## src/rtl/ex_trap_arbiter.sv

```systemverilog
// ex_trap_arbiter: shares the core's single external-trap handshake among
// SRC_NUM peripheral interrupt sources. Rising edges on src_req become pending
// bits, the enabled pending set is arbitrated, and the winner is presented on
// trap_valid/trap_id until the core accepts it. A programmable idle gap follows
// every acceptance.
//
// Build option: define EX_TRAP_FIXPRI_EN for fixed priority (lowest eligible
// index wins). Left undefined, arbitration is round-robin from a rotating
// pointer that moves past the last accepted source.
module ex_trap_arbiter #(
    parameter int SRC_NUM = 8,
    parameter int GAP_CYC = 4,
    parameter int ID_W    = $clog2(SRC_NUM)
) (
    input  logic               clk,
    input  logic               rst,
    input  logic [SRC_NUM-1:0] src_req,
    input  logic [SRC_NUM-1:0] src_mask,
    output logic               trap_valid,
    input  logic               trap_ready,
    output logic [ID_W-1:0]    trap_id,
    output logic [SRC_NUM-1:0] src_ack,
    output logic [SRC_NUM-1:0] pend
);

    typedef enum logic [1:0] {
        ST_IDLE = 2'd0,
        ST_REQ  = 2'd1,
        ST_GAP  = 2'd2
    } state_t;

    localparam logic [7:0]         GAP_INIT = 8'(GAP_CYC);
    localparam logic [SRC_NUM-1:0] ONE_V    = {{(SRC_NUM-1){1'b0}}, 1'b1};
    localparam logic [SRC_NUM-1:0] ZERO_V   = {SRC_NUM{1'b0}};

    // Index of the lowest set bit of v (0 when v is empty; callers gate on |v).
    function automatic logic [ID_W-1:0] first_set(input logic [SRC_NUM-1:0] v);
        logic [ID_W-1:0] idx;
        logic            found;
        idx   = {ID_W{1'b0}};
        found = 1'b0;
        for (int i = 0; i < SRC_NUM; i++) begin
            if (!found && v[i]) begin
                idx   = ID_W'(i);
                found = 1'b1;
            end else begin
                found = found;
            end
        end
        return idx;
    endfunction

    state_t             state_r;
    logic [SRC_NUM-1:0] src_q_r;
    logic [SRC_NUM-1:0] pend_r;
    logic [SRC_NUM-1:0] src_ack_r;
    logic [7:0]         cnt_r;
    logic               trap_valid_r;
    logic [ID_W-1:0]    trap_id_r;

    logic [SRC_NUM-1:0] event_s;
    logic [SRC_NUM-1:0] elig_s;
    logic [SRC_NUM-1:0] grant_vec_s;
    logic [SRC_NUM-1:0] clr_s;
    logic [SRC_NUM-1:0] pend_next_s;
    logic               accept_s;
    logic [ID_W-1:0]    sel_idx_s;

    assign event_s     = src_req & ~src_q_r;
    assign elig_s      = pend_r & src_mask;
    assign accept_s    = (state_r == ST_REQ) && trap_ready;
    assign grant_vec_s = ONE_V << trap_id_r;
    // A fresh edge on the source being accepted wins over the clear.
    assign pend_next_s = (pend_r & ~clr_s) | event_s;

`ifdef EX_TRAP_FIXPRI_EN
    // Fixed priority: lowest eligible index is the candidate.
    always_comb begin
        clr_s     = accept_s ? grant_vec_s : ZERO_V;
        sel_idx_s = first_set(elig_s);
    end
`else
    logic [ID_W-1:0]    ptr_r;
    logic [SRC_NUM-1:0] rot_s;
    logic [ID_W-1:0]    off_s;
    logic [ID_W:0]      sum_s;

    // Round-robin: rotate the eligible set so ptr sits at bit 0, take the
    // first set bit, then map the offset back onto the source range.
    always_comb begin
        clr_s = accept_s ? grant_vec_s : ZERO_V;
        rot_s = SRC_NUM'({elig_s, elig_s} >> ptr_r);
        off_s = first_set(rot_s);
        sum_s = {1'b0, ptr_r} + {1'b0, off_s};
        if (sum_s >= (ID_W+1)'(SRC_NUM)) begin
            sum_s = sum_s - (ID_W+1)'(SRC_NUM);
        end else begin
            sum_s = sum_s;
        end
        sel_idx_s = sum_s[ID_W-1:0];
    end
`endif

    // Edge capture, pending bookkeeping and the IDLE/REQ/GAP handshake FSM.
    always_ff @(posedge clk) begin
        if (rst) begin
            state_r      <= ST_IDLE;
            src_q_r      <= ZERO_V;
            pend_r       <= ZERO_V;
            src_ack_r    <= ZERO_V;
            cnt_r        <= 8'd0;
            trap_valid_r <= 1'b0;
            trap_id_r    <= {ID_W{1'b0}};
`ifndef EX_TRAP_FIXPRI_EN
            ptr_r        <= {ID_W{1'b0}};
`endif
        end else begin
            src_q_r   <= src_req;
            pend_r    <= pend_next_s;
            src_ack_r <= ZERO_V;
            case (state_r)
                ST_IDLE: begin
                    if (|elig_s) begin
                        trap_id_r    <= sel_idx_s;
                        trap_valid_r <= 1'b1;
                        state_r      <= ST_REQ;
                    end else begin
                        trap_valid_r <= 1'b0;
                    end
                end
                ST_REQ: begin
                    // Request is held regardless of mask changes until accepted.
                    if (trap_ready) begin
                        trap_valid_r <= 1'b0;
                        src_ack_r    <= grant_vec_s;
`ifndef EX_TRAP_FIXPRI_EN
                        ptr_r <= (trap_id_r == ID_W'(SRC_NUM-1)) ? {ID_W{1'b0}}
                                                                 : trap_id_r + ID_W'(1);
`endif
                        if (GAP_INIT == 8'd0) begin
                            state_r <= ST_IDLE;
                            cnt_r   <= 8'd0;
                        end else begin
                            state_r <= ST_GAP;
                            cnt_r   <= GAP_INIT;
                        end
                    end else begin
                        trap_valid_r <= 1'b1;
                    end
                end
                ST_GAP: begin
                    if (cnt_r <= 8'd1) begin
                        state_r <= ST_IDLE;
                        cnt_r   <= 8'd0;
                    end else begin
                        cnt_r <= cnt_r - 8'd1;
                    end
                end
                default: begin
                    state_r      <= ST_IDLE;
                    trap_valid_r <= 1'b0;
                    cnt_r        <= 8'd0;
                end
            endcase
        end
    end

    assign trap_valid = trap_valid_r;
    assign trap_id    = trap_id_r;
    assign src_ack    = src_ack_r;
    assign pend       = pend_r;

endmodule
```

## config.mk

```make
export PLATFORM = sky130hd
export DESIGN_NAME = ex_trap_arbiter
export DESIGN_NICKNAME = d
export VERILOG_FILES = /design/src/rtl/ex_trap_arbiter.sv
export SDC_FILE = /design/constraint.sdc
export NUM_CORES = 1
export LEC_CHECK = 0
export ABC_CLOCK_PERIOD_IN_PS = 3400
export BUFFER_PORTS_ARGS = -buffer_cell sky130_fd_sc_hd__buf_4
export CORE_MARGIN = 3
export CORE_UTILIZATION = 45
export CTS_CLUSTER_DIAMETER = 100
export DETAILED_ROUTE_END_ITERATION = 10
export GPL_ROUTABILITY_DRIVEN = 1
export MAX_ROUTING_LAYER = met4
export PLACE_DENSITY = 0.66
export SLEW_MARGIN = 30
export SYNTH_ARGS = -nofsm -noshare
export SYNTH_HDL_FRONTEND = slang
export SYNTH_SLANG_ARGS = --single-unit
```

## constraint.sdc

```tcl
create_clock -name clk -period 3.4 [get_ports clk]
set_clock_uncertainty 0.15 [all_clocks]
set_input_delay 0.17 -clock clk [delete_from_list [all_inputs] [get_ports clk]]
set_output_delay 0.17 -clock clk [all_outputs]
set_load 0.05 [all_outputs]
```

== After elaboration in Yosys (flattened, before gate mapping) ==
Index checks and enable logic that the tools add are counted.

* Register bits after elaboration: 41
* Input bits: 19
* Output and inout port bits: 20

* $add $sub $neg: 4
* $lt $le $gt $ge: 2
* Eq/ne operators: 6
* Shifts and indexed selects: 2
* Muxes and demuxes: 27
* Bitwise operators: 9
* Reductions and logical operators: 22

{| class="wikitable"
|+ Operators by type and width
! operator !! count
|-
| bitwise AND 8 bit || 3
|-
| 2-to-1 mux 3 bit || 8
|-
| 2-to-1 mux 8 bit || 3
|-
| case mux 8 bit (3 select lines) || 1
|-
| NOT 8 bit || 2
|-
| >> shifter 16 x 3 -> 8 bit || 1
|-
| 2-to-1 mux 1 bit || 10
|-
| less-or-equal comparator 8 x 1 -> 1 bit, second input constant || 1
|-
| logical AND 1 bit || 8
|-
| bitwise OR 8 bit || 1
|-
| OR reduction 8 bit || 1
|-
| << shifter 1 x 3 -> 8 bit, first input constant || 1
|-
| subtractor 8 x 1 -> 8 bit, second input constant || 1
|-
| zero test 1 bit || 7
|-
| 2-to-1 mux 2 bit || 3
|-
| inequality test 2 bit, second input constant || 3
|-
| case mux 2 bit (3 select lines) || 1
|-
| AND reduction 2 bit || 3
|-
| adder 3 x 3 -> 4 bit || 1
|-
| greater-or-equal comparator 4 bit, second input constant || 1
|-
| adder 3 x 1 -> 3 bit, second input constant || 1
|-
| equality test 3 bit, second input constant || 1
|-
| NOT 1 bit || 3
|-
| case mux 1 bit (3 select lines) || 1
|-
| other kinds (6) || 6
|}

== Depth between registers and ports, before layout ==
Gate-level depths: netlist (run 1).

* Word-level depth: 27
* Depth in mapped cells: 14
* Gate-level depth less buffers: 11

== Worst setup path after synthesis (run 1) ==
Ideal clock, no wire load.

* Path type: register to register
* Start: register pend_r[3] (netlist: pend[3])
* End: register trap_id_r[2] (netlist: trap_id[2])
* Arrival time: 3.083 ns
* Data required time: 3.128 ns
* Setup slack: 0.045 ns
* Stages on the path, launching flop included: 12
* Buffers on the path: 0
* Clock period less this slack: 3.355 ns
* Cells stage by stage: dfxtp_1 and2_4 mux4_1 mux2_2 and4bb_1 and3_1 a32o_1 ha_1 fa_1 xnor2_1 nor3b_1 a311o_1

* Word-level cells in the longest chain between the ends: 27
* Elaborated cells on any way between the ends: 36

{| class="wikitable"
|+ Ends and longest elaborated chain
! what !! line !! RTL
|-
| from (decl) || 55 || <nowiki>logic [SRC_NUM-1:0] pend_r;</nowiki>
|-
| from (signal assigned) || 119 || <nowiki>pend_r <= pend_next_s;</nowiki>
|-
| bitwise AND 8 bit (*) || 70 || <nowiki>assign elig_s = pend_r & src_mask;</nowiki>
|-
| >> shifter 16 x 3 -> 8 bit || 92 || <nowiki>rot_s = SRC_NUM'({elig_s, elig_s} >> ptr_r);</nowiki>
|-
| 2-to-1 mux 1 bit || 43 || <nowiki>if (!found && v[i]) begin</nowiki>
|-
| zero test 1 bit || 43 ||
|-
| logical AND 1 bit || 43 ||
|-
| 2-to-1 mux 1 bit || 43 ||
|-
| zero test 1 bit || 43 ||
|-
| logical AND 1 bit || 43 ||
|-
| [11 not listed] || - ||
|-
| logical AND 1 bit || 43 ||
|-
| 2-to-1 mux 1 bit || 43 ||
|-
| zero test 1 bit || 43 ||
|-
| logical AND 1 bit || 43 ||
|-
| 2-to-1 mux 3 bit || 43 ||
|-
| adder 3 x 3 -> 4 bit || 94 || <nowiki>sum_s = {1'b0, ptr_r} + {1'b0, off_s};</nowiki>
|-
| greater-or-equal comparator 4 bit or subtractor 3 x 1 -> 3 bit (tied branches) || 95, 96 ||
|-
| 2-to-1 mux 3 bit || 95 || <nowiki>if (sum_s >= (ID_W+1)'(SRC_NUM)) begin</nowiki>
|-
| to (signal assigned) || 113 || <nowiki>trap_id_r <= {ID_W{1'b0}};</nowiki>
|-
| to (signal assigned) || 124 || <nowiki>trap_id_r <= sel_idx_s;</nowiki>
|-
| to (decl) || 59 || <nowiki>logic [ID_W-1:0] trap_id_r;</nowiki>
|}

Mark *: on every way between the ends. The rest lies on a longest branch, timed or not.
A chain may end at the register's enable or synchronous reset.

== Worst setup path in the final report (run 1) ==
* Start: register ptr_r[2]
* End: register trap_id_r[2] (netlist: trap_id[2])

* Word-level cells in the longest chain between the ends: 26
* Elaborated cells on any way between the ends: 33

{| class="wikitable"
|+ Ends and longest elaborated chain
! what !! line !! RTL
|-
| from (decl) || 83 || <nowiki>logic [ID_W-1:0] ptr_r;</nowiki>
|-
| from (signal assigned) || 115 || <nowiki>ptr_r <= {ID_W{1'b0}};</nowiki>
|-
| from (signal assigned) || 137 || <nowiki>ptr_r <= (trap_id_r == ID_W'(SRC_NUM-1)) ? {ID_W{1'b0}}</nowiki>
|-
| >> shifter 16 x 3 -> 8 bit || 92 ||
|-
| 2-to-1 mux 1 bit || 43 ||
|-
| zero test 1 bit || 43 ||
|-
| logical AND 1 bit || 43 ||
|-
| 2-to-1 mux 1 bit || 43 ||
|-
| zero test 1 bit || 43 ||
|-
| logical AND 1 bit || 43 ||
|-
| 2-to-1 mux 1 bit || 43 ||
|-
| [10 not listed] || - ||
|-
| logical AND 1 bit || 43 ||
|-
| 2-to-1 mux 1 bit || 43 ||
|-
| zero test 1 bit || 43 ||
|-
| logical AND 1 bit || 43 ||
|-
| 2-to-1 mux 3 bit || 43 ||
|-
| adder 3 x 3 -> 4 bit (*) || 94 ||
|-
| greater-or-equal comparator 4 bit or subtractor 3 x 1 -> 3 bit (tied branches) || 95, 96 ||
|-
| 2-to-1 mux 3 bit (*) || 95 ||
|}

Marks and branches as above.

==> run metrics, run 1 <==
Avg WL per Cell=about 14 um; Post-synth EDFFs=0; hpwl dp=approximately 4000 um; CP Max Fanout=9; total global routing track utilization=18.8%; Clock transition at path regs=approximately 80 ps; hold path endpoint=state_r[1]; RSZ-0062 raised after global routing=false; drt initial violations=93; top_reg_cell synth=dfxtp_1; Post-Syn Area per Cell=around 9.0 um2; min cycle time layout=~3300 ps; Die W=~77 um; worst ir drop on vdd=roughly 0.00044 V; via count=roughly 1.9k; H-Tree Depth=2; Worst-Skew Late Latency=slightly below 300 ps; share of post-route cells with drive strength above 1=between 20% and 30%; Layout Nets=333; FF-to-FF Start=ptr_r[2]; static leakage=between 1 and 1.5 nW; Multi-input gate area=1350 um2; Post-Synthesis Cell Area=2270 um2; async set or reset register ratio after synthesis=0%; post-route setup slack=132 ps; PD cells=666 nW/um2; Ports=39; Syn Nets=roughly 280; Layout area overhead=26.1%; sequential area share after synthesis=a little over a third; WS Path Type=reg2reg; Register Area=approximately 830 um2; Core ar.=4790 um2; initial antenna violation count=0; Initial Util=approximately 47%; final wirelength=between 5000 and 6000 um; Synth warnings=0; ANT cells=0; Detailed Routing Iterations Pass 1=4; Clock Tree Root=clkbuf_8; status=complete, no violations; fillers=around 430; Die ar.=5930 um2; reg2reg end=trap_id[2]; Hold Crit Class=in2reg; die height=around 77 um; final slew viol count=0; Reg2Reg Depth=11; WP data arrival=between 3000 and 4000 ps; vias in the first global route=roughly 1.8k; worst path required time=around 3400 ps; number of distinct library cells after synthesis=between 40 and 50; FMAX=between 300 and 400 MHz; Slew Limit Headroom=between 50 and 60%; final setup vio count=0; first-pass GRT wire length=8650 um; # DRC=0; synthesized instance count=251; GPL Wtd Cong=around 0.84; final critical-path share of the clock period=around 96%; largest net degree at the start of global routing=36; Post-Place Worst Slack=-45.7 ps; hold path depth=3; Vias/cell=about 5.2; CTS tree=yes; clock sink count=41; # Post-CTS Setup Buffers=0; startpoint types=flop; post-route ant nets=0; reg-to-reg setup timing slack=around 130 ps; num rows=25; max_cap viols=0; final hold vios=0; Final Util=59.7%; flop and latch count out of synthesis=between 40 and 50; CTS Buffer Depth=2; crit path capture type=flop; Slew @ Worst Pin=around 720 ps; grt total ovfl=0; # port buffers=38; Num CTS Buffers=5; hold_sp=trap_ready
[timing repair]
action / CTS / global route
resized for setup: 2 / 6
pin swaps: 0 / 1
gates cloned: 0 / 0
endpoints found under the hold margin: 9 / 0
hold buffers: 8 / 0
endpoints found under the setup margin: 1 / 1
[cell usage in the layout, fill, tap and decap left out, types with 8 or more instances in the layout]
cell | Yosys | final
nor2b_1 | 15 | 15
dfxtp_1 | 41 | 37
nand4b_1 | 10 | 10
buf_4 | 4 | 48
ha_1 | 12 | 12
dlygate4sd3_1 | 0 | 8
a21oi_1 | 17 | 16
nor2_1 | 26 | 26
nand4_1 | 11 | 11
inv_1 | 11 | 11
nand2_1 | 12 | 12
[worst max path at each step]
stage,startpoint,to,slack (ps),depth (start not counted)
floorplan,pend[3],trap_id[2],50,11
global placement,ptr_r[0],trap_id[2],30,10
detailed placement,ptr_r[0],trap_id[2],-50,10
CTS,ptr_r[2],trap_id[2],110,12
global route,ptr_r[2],trap_id[2],20,12
finish,ptr_r[2],trap_id[2],130,11
[through the flow]
step	cells	hold slack, ps	instance area [um2]	power, W	TNS, ps
6_report	369	65.4	2860	0.00190	0
5_1_grt	369	74.4	2860	0.00206	0
4_1_cts	369	49.1	2840	0.00192	0
3_5_place_dp	353	244	2640	0.00149	-45.7
3_3_place_gp	353	240	2640	0.00148	0
2_1_floorplan	251	148	2270	0.00128	0
[area by class of cell]
cell class	count	area share (%)
Inverter	11	1.44
Clock inverter	2	1.31
Timing Repair Buffer	56	15.4
Multi-Input combinational cell	186	47.0
Sequential cell	41	29.0
Tap cell	67	2.93
Clock buffer	6	2.89
[cells in the mapped netlist (2+ instances only)]
cell type | count | area, um2
nand3b_1 | 2 | 15.0
nand4bb_1 | 4 | 45.0
nand4b_1 | 10 | 87.6
nor3_1 | 5 | 25.0
or4_1 | 2 | 15.0
xnor2_1 | 4 | 35.0
buf_4 | 4 | 30.0
a221oi_1 | 2 | 17.5
and2_4 | 2 | 17.5
a21oi_1 | 17 | 85.1
nor3b_1 | 3 | 22.5
nor2_1 | 26 | 97.6
dfxtp_1 | 41 | 821
and2_1 | 6 | 37.5
nand3_1 | 5 | 25.0
nor2b_1 | 15 | 93.8
nand4_1 | 11 | 68.8
nand2_1 | 12 | 45.0
ha_1 | 12 | 150
xor2_1 | 2 | 17.5
clkbuf_1 | 7 | 26.3
a211oi_1 | 3 | 22.5
mux2i_1 | 8 | 80.1
and3_1 | 2 | 12.5
inv_1 | 11 | 41.3
nand2b_1 | 7 | 43.8
o21ai_0 | 7 | 35.0
mux2_2 | 3 | 33.8
mux4_2 | 2 | 45.0
[power breakdown]
part,total [W],internal (W),switching [W],leakage (nW)
clock,0.000406,0.000239,0.000167,0.0574
sequential,0.000684,0.000571,0.000112,0.339
combinational,0.000814,0.000355,0.000459,0.771
[worst max-delay path, stage by stage, from the launching register on]
cell	delay, ps
dfxtp_4	390
buf_4	160
or4bb_1	460
nand4_1	160
mux2i_2	120
and3_1	210
a32o_1	260
ha_1	200
fa_1	380
xnor2_1	160
nor3b_1	150
a311o_1	350
[registers in the layout (all words and copies together) (netlist names)]
register,cells
src_q_r,8
pend,8
cnt_r,8
trap_valid,1
state_r,2
trap_id,3
ptr_r,3
src_ack,8
[routing by layer]
layer / vias up / part of all wire [%] / global-route usage [%]
met5: - / 0 / -
met4: 0 / 2.0 / 8.01
met3: 9 / 4.6 / 4.58
met2: 39 / 45 / 28.7
met1: 881 / 48 / 23.7
li1: 989 / - / -
[cells by family after synthesis]
family / after synthesis / synth area share (%)
flip-flops: 41 / 36.2
AO/OA/AOI/OAI: 36 / 10.2
XOR/XNOR: 6 / 2.32
AND/OR/NAND/NOR: 117 / 30.6
buffers and inverters: 24 / 5.02
adder cells (fa/ha/maj): 13 / 7.51
multiplexers: 14 / 8.17
Power figures use the tool's default switching activity.
==> run 2, diff against run 1 <==
RECOVER_POWER = 50   (was unset)
==> run metrics, run 2 (same netlist as run 1, synthesis figures left out) <==
status=complete, no violations (unchanged); max_cap viols=0 (unchanged); Post-Place Worst Slack=-45.7 ps (unchanged); Worst-Skew Late Latency=300 ps (was 290 ps); Slew Limit Headroom=51.7% (was 51.8%); hold_sp=trap_ready (unchanged); reg-to-reg setup timing slack=130 ps (about the same); RSZ-0062 raised after global routing=false (unchanged); PD cells=677 nW/um2 (was 666 nW/um2); post-route cell area=2790 um2 (was 2860 um2); worst ir drop on vdd=0.000444 V (about the same); final hold vios=0 (unchanged); H-Tree Depth=2 (unchanged); first-pass GRT wire length=8650 um (unchanged); initial antenna violation count=0 (unchanged); Reg2Reg Depth=11 (unchanged); Layout Nets=333 (unchanged); vias in the first global route=1778 (unchanged); Vias/cell=5.21 (was 5.20); power consumption=0.00189 W (was 0.00190 W); Die W=77.0 um (unchanged); static leakage=1.09 nW (was 1.17 nW); Cells after DPL=353 (unchanged); num rows=25 (unchanged); Core ar.=4790 um2 (unchanged); CTS Buffer Depth=2 (unchanged); WP data arrival=3310 ps (about the same); GPL Wtd Cong=0.840 (unchanged); Clock transition at path regs=80 ps (about the same); Hold WS=63.8 ps (was 65.4 ps); hold path endpoint=state_r[1] (unchanged); Detailed Routing Iterations Pass 1=4 (unchanged); # DRC=0 (unchanged); Layout area overhead=23.0% (was 26.1%); WS Path Type=reg2reg (unchanged); final critical-path share of the clock period=96.3% (was 96.1%); CP Max Fanout=9 (unchanged); Die ar.=5930 um2 (unchanged); leading cell types in the layout, fill and taps excluded=dfxtp_1 (37), nor2_1 (26), buf_4 (21), clkbuf_1 (19), a21oi_1 (16) (was buf_4 (48), dfxtp_1 (37), nor2_1 (26), a21oi_1 (16), nor2b_1 (15)); final slew viol count=0 (unchanged); ANT cells=0 (unchanged); drt initial violations=89 (was 93); via count=1924 (was 1918); total global routing track utilization=18.8% (unchanged); hpwl dp=3890 um (unchanged); Clock Tree Root=clkbuf_8 (unchanged); Avg WL per Cell=14.0 um (about the same); Slew @ Worst Pin=718 ps (was 717 ps); largest net degree at the start of global routing=36 (unchanged); # Post-CTS Setup Buffers=0 (unchanged); Num CTS Buffers=5 (unchanged); post-route setup slack=125 ps (was 132 ps); share of post-route cells with drive strength above 1=17.5% (was 23.8%); FF-to-FF Start=ptr_r[2] (unchanged); Hold Crit Class=in2reg (unchanged); die height=77.0 um (unchanged); min cycle time layout=3270 ps (about the same); commonest non-fill, non-tap cell in the layout=dfxtp_1 (was buf_4); final wirelength=5180 um (was 5160 um); grt total ovfl=0 (unchanged); post-route ant nets=0 (unchanged); Initial Util=47.4% (unchanged); startpoint types=flop (unchanged); CTS tree=yes (unchanged); reg2reg end=trap_id[2] (unchanged); # port buffers=38 (unchanged); FMAX=305 MHz (was 306 MHz); Final Non-Filler Cells=369 (unchanged); hold path depth=3 (unchanged); placed cell areas=2640 um2 (unchanged); crit path capture type=flop (unchanged); Ports=39 (unchanged); clock sink count=41 (unchanged); worst path required time=3440 ps (about the same); final setup vio count=0 (unchanged)
==> run 2: cell count changes in the layout (fill, tap and decap cells not counted) <==
cell / change
clkbuf_1: +19
clkbuf_4: +8
buf_4: -27
==> run 2: how the worst max path moves through the flow <==
stage / depth (start not counted) / slack, ps / end / start
2_1_floorplan: 11 / 50 / trap_id[2] / pend[3]
3_3_place_gp: 10 / 30 / trap_id[2] / ptr_r[0]
3_5_place_dp: 10 / -50 / trap_id[2] / ptr_r[0]
4_1_cts: 12 / 110 / trap_id[2] / ptr_r[2]
5_1_grt: 12 / 20 / trap_id[2] / ptr_r[2]
6_report: 11 / 130 / trap_id[2] / ptr_r[2]
==> run 2: per-stage QoR <==
stage	TNS (ps)	util [%]
after floorplan	0	-
after global placement	0	55.1
after detailed placement	-45.7	55.1
after CTS	0	59.4
after global routing	0	58.2
final	0	58.2
==> run 2: layout make-up <==
type	instances	area (um2)
clock buffer	6	82.6
tap	67	83.8
clock inverter	2	37.5
fill	454	2000
inverter	11	41.3
sequential	41	828
multi-input combinational	186	1350
timing repair buffer	56	369
==> run 2: where the power goes <==
group          internal, W  switching [W]  total [W]
Clock             0.000239       0.000168   0.000407
Sequential        0.000571       0.000113   0.000684
Combinational     0.000335       0.000461   0.000796
==> run 2: worst max-delay path, cell delays in order, from the launching register on <==
cell	delay (ps)
dfxtp_4	390
buf_4	160
or4bb_1	460
nand4_1	160
mux2i_2	120
and3_1	210
a32o_1	260
ha_1	210
fa_1	380
xnor2_1	160
nor3b_1	150
a311o_1	350
==> run 2: timing repair <==
| action | CTS | global route |
|---|---|---|
| hold buffers | 8 | 0 |
| pin swaps | 0 | 1 |
| endpoints found under the setup margin | 1 | 1 |
| gates resized for setup | 2 | 6 |
| endpoints found under the hold margin | 9 | 0 |
==> run 2: metal layers <==
layer	vias to the layer above	GRT usage, %	wire length (um)
met4	0	8.01	137
met5	-	-	0
met2	40	28.7	2300
li1	989	-	-
met3	13	4.58	234
met1	882	23.7	2510
==> run 3, diff against run 2 <==
CORE_UTILIZATION = 56   (was 45)
PLACE_DENSITY = 0.8   (was 0.66)
==> run metrics, run 3 (same netlist as run 1, synthesis figures left out) <==
CTS tree=yes (unchanged); Comb power frac=42.7% (was 42.2%); max_cap viols=0 (unchanged); drt initial violations=138 (was 89); Pint=0.00112 W (was 0.00114 W); Multi-input gate area=1330 um2 (was 1350 um2); share of post-route cells with drive strength above 1=15.6% (was 17.5%); clock power share=20.7% (was 21.6%); status=complete, no violations (unchanged); crit path capture type=flop (unchanged); Reg2Reg Depth=12 (was 11); final wirelength=5250 um (was 5180 um); Slew Limit Headroom=53.6% (was 51.7%); Layout area overhead=20.6% (was 23.0%); fillers=327 (was 454); largest net degree at the start of global routing=36 (unchanged); Initial Util=60.1% (was 47.4%); ANT cells=0 (unchanged); Core ar.=3770 um2 (was 4790 um2); Sequential Power Share=36.5% (was 36.3%); final slew viol count=0 (unchanged); Hold Crit Class=in2reg (unchanged); initial antenna violation count=0 (unchanged); clock sink count=41 (unchanged); WP data arrival=3310 ps (about the same); vias in the first global route=1838 (was 1778); setup_tns=0 ps (unchanged); grt total ovfl=0 (unchanged); total global routing track utilization=22.3% (was 18.8%); Detailed Routing Iterations Pass 1=4 (unchanged); Avg WL per Cell=15.0 um (was 14.0 um); FMAX=305 MHz (about the same); Sw Ratio=39.7% (was 39.3%); via count=1965 (was 1924); Clock transition at path regs=80 ps (about the same); PD cells=680 nW/um2 (was 677 nW/um2); H-Tree Depth=2 (unchanged); leading cell types in the layout, fill and taps excluded=dfxtp_1 (38), nor2_1 (26), clkbuf_1 (21), buf_4 (20), a21oi_1 (17) (was dfxtp_1 (37), nor2_1 (26), buf_4 (21), clkbuf_1 (19), a21oi_1 (16)); Psw=0.000739 W (was 0.000741 W); hold path depth=3 (unchanged); power consumption=0.00186 W (was 0.00189 W); Vias/cell=5.61 (was 5.21); CTS Buffer Depth=2 (unchanged); Die W=69.6 um (was 77.0 um); worst path required time=3430 ps (was 3440 ps); # DRC=0 (unchanged); Num CTS Buffers=5 (unchanged); RSZ-0062 raised after global routing=false (unchanged); GPL Wtd Cong=0.991 (was 0.840); CP Max Fanout=7 (was 9); worst ir drop on vdd=0.000507 V (was 0.000444 V); Worst-Skew Late Latency=290 ps (was 300 ps); final critical-path share of the clock period=96.3% (about the same); WS Path Type=reg2reg (unchanged); final hold vios=0 (unchanged); # port buffers=38 (unchanged); Clock Tree Root=clkbuf_8 (unchanged); hpwl dp=3830 um (was 3890 um); first-pass GRT wire length=8560 um (was 8650 um); # Post-CTS Setup Buffers=0 (unchanged); final setup vio count=0 (unchanged); Ports=39 (unchanged); post-route ant nets=0 (unchanged); commonest non-fill, non-tap cell in the layout=dfxtp_1 (unchanged); Hold WS=87.2 ps (was 63.8 ps); Layout Nets=333 (unchanged); static leakage=1.08 nW (was 1.09 nW); Die ar.=4850 um2 (was 5930 um2); die height=69.6 um (was 77.0 um); startpoint types=flop (unchanged); num rows=22 (was 25); Slew @ Worst Pin=691 ps (was 718 ps); Register Area=825 um2 (was 828 um2); min cycle time layout=3270 ps (about the same)
## run 3: critical path, cell delays in order, from the launching register on
cell and delay, ps:
dfxtp_2 380, buf_4 160, or4bb_1 460, nand4_1 150, mux2i_1 140, a21oi_1 170, o21ai_0 90, a32o_1 230
ha_1 190, fa_1 390, xnor2_1 150, nor3b_1 140, a311o_1 350
## run 3: worst paths after layout
| path | start | to | slack (ps) |
|---|---|---|---|
| min | trap_ready | state_r[1] | 90 |
| max | ptr_r[2] | trap_id[2] | 130 |
| max reg2reg | ptr_r[2] | trap_id[2] | 130 |
| min reg2reg | src_q_r[1] | pend[1] | 340 |
## run 3: power by group through the flow
stage / Clock [W] / Sequential [W] / Combinational [W]
after floorplan: 0 / 0.000738 / 0.000545
after global placement: 0 / 0.000684 / 0.000783
after detailed placement: 0 / 0.000687 / 0.000795
after CTS: 0.000393 / 0.000676 / 0.000816
after global routing: 0.000412 / 0.000693 / 0.000881
final: 0.000385 / 0.000680 / 0.000795
## run 3: metrics by stage
step | util (%) | std cells | area [um2] | setup slack [ps]
floorplan | - | 251 | 2270 | 45.0
global placement | 69.3 | 334 | 2620 | 126
detailed placement | 69.3 | 334 | 2620 | 24.4
CTS | 74.4 | 350 | 2810 | 10.7
global route | 72.5 | 350 | 2740 | 15.4
finish | 72.5 | 350 | 2740 | 125
## run 3: metal layers
metal  track usage, %  vias to the layer above  wire length [um]  share of wire (%)
met5                -                        -                 0                  0
met2             36.8                       50              2540                 48
met1             27.2                      907              2420                 46
met4             6.81                        0                82                1.6
met3             4.93                       10               213                4.1
li1                 -                      998                 -                  -
## run 3: cell type report
class                           instances  share of cell area (%)
Tap cell                               48                    2.20
Sequential cell                        41                    30.1
Clock buffer                            6                    2.65
Inverter                               11                    1.51
Multi-Input combinational cell        186                    48.7
Clock inverter                          2                    1.42
Timing Repair Buffer                   56                    13.4
## run 3: repair_timing
action,4_1_cts,5_1_grt
setup endpoints to repair,0,1
resized for setup,0,3
hold buffers,8,0
hold endpoints to repair,10,0
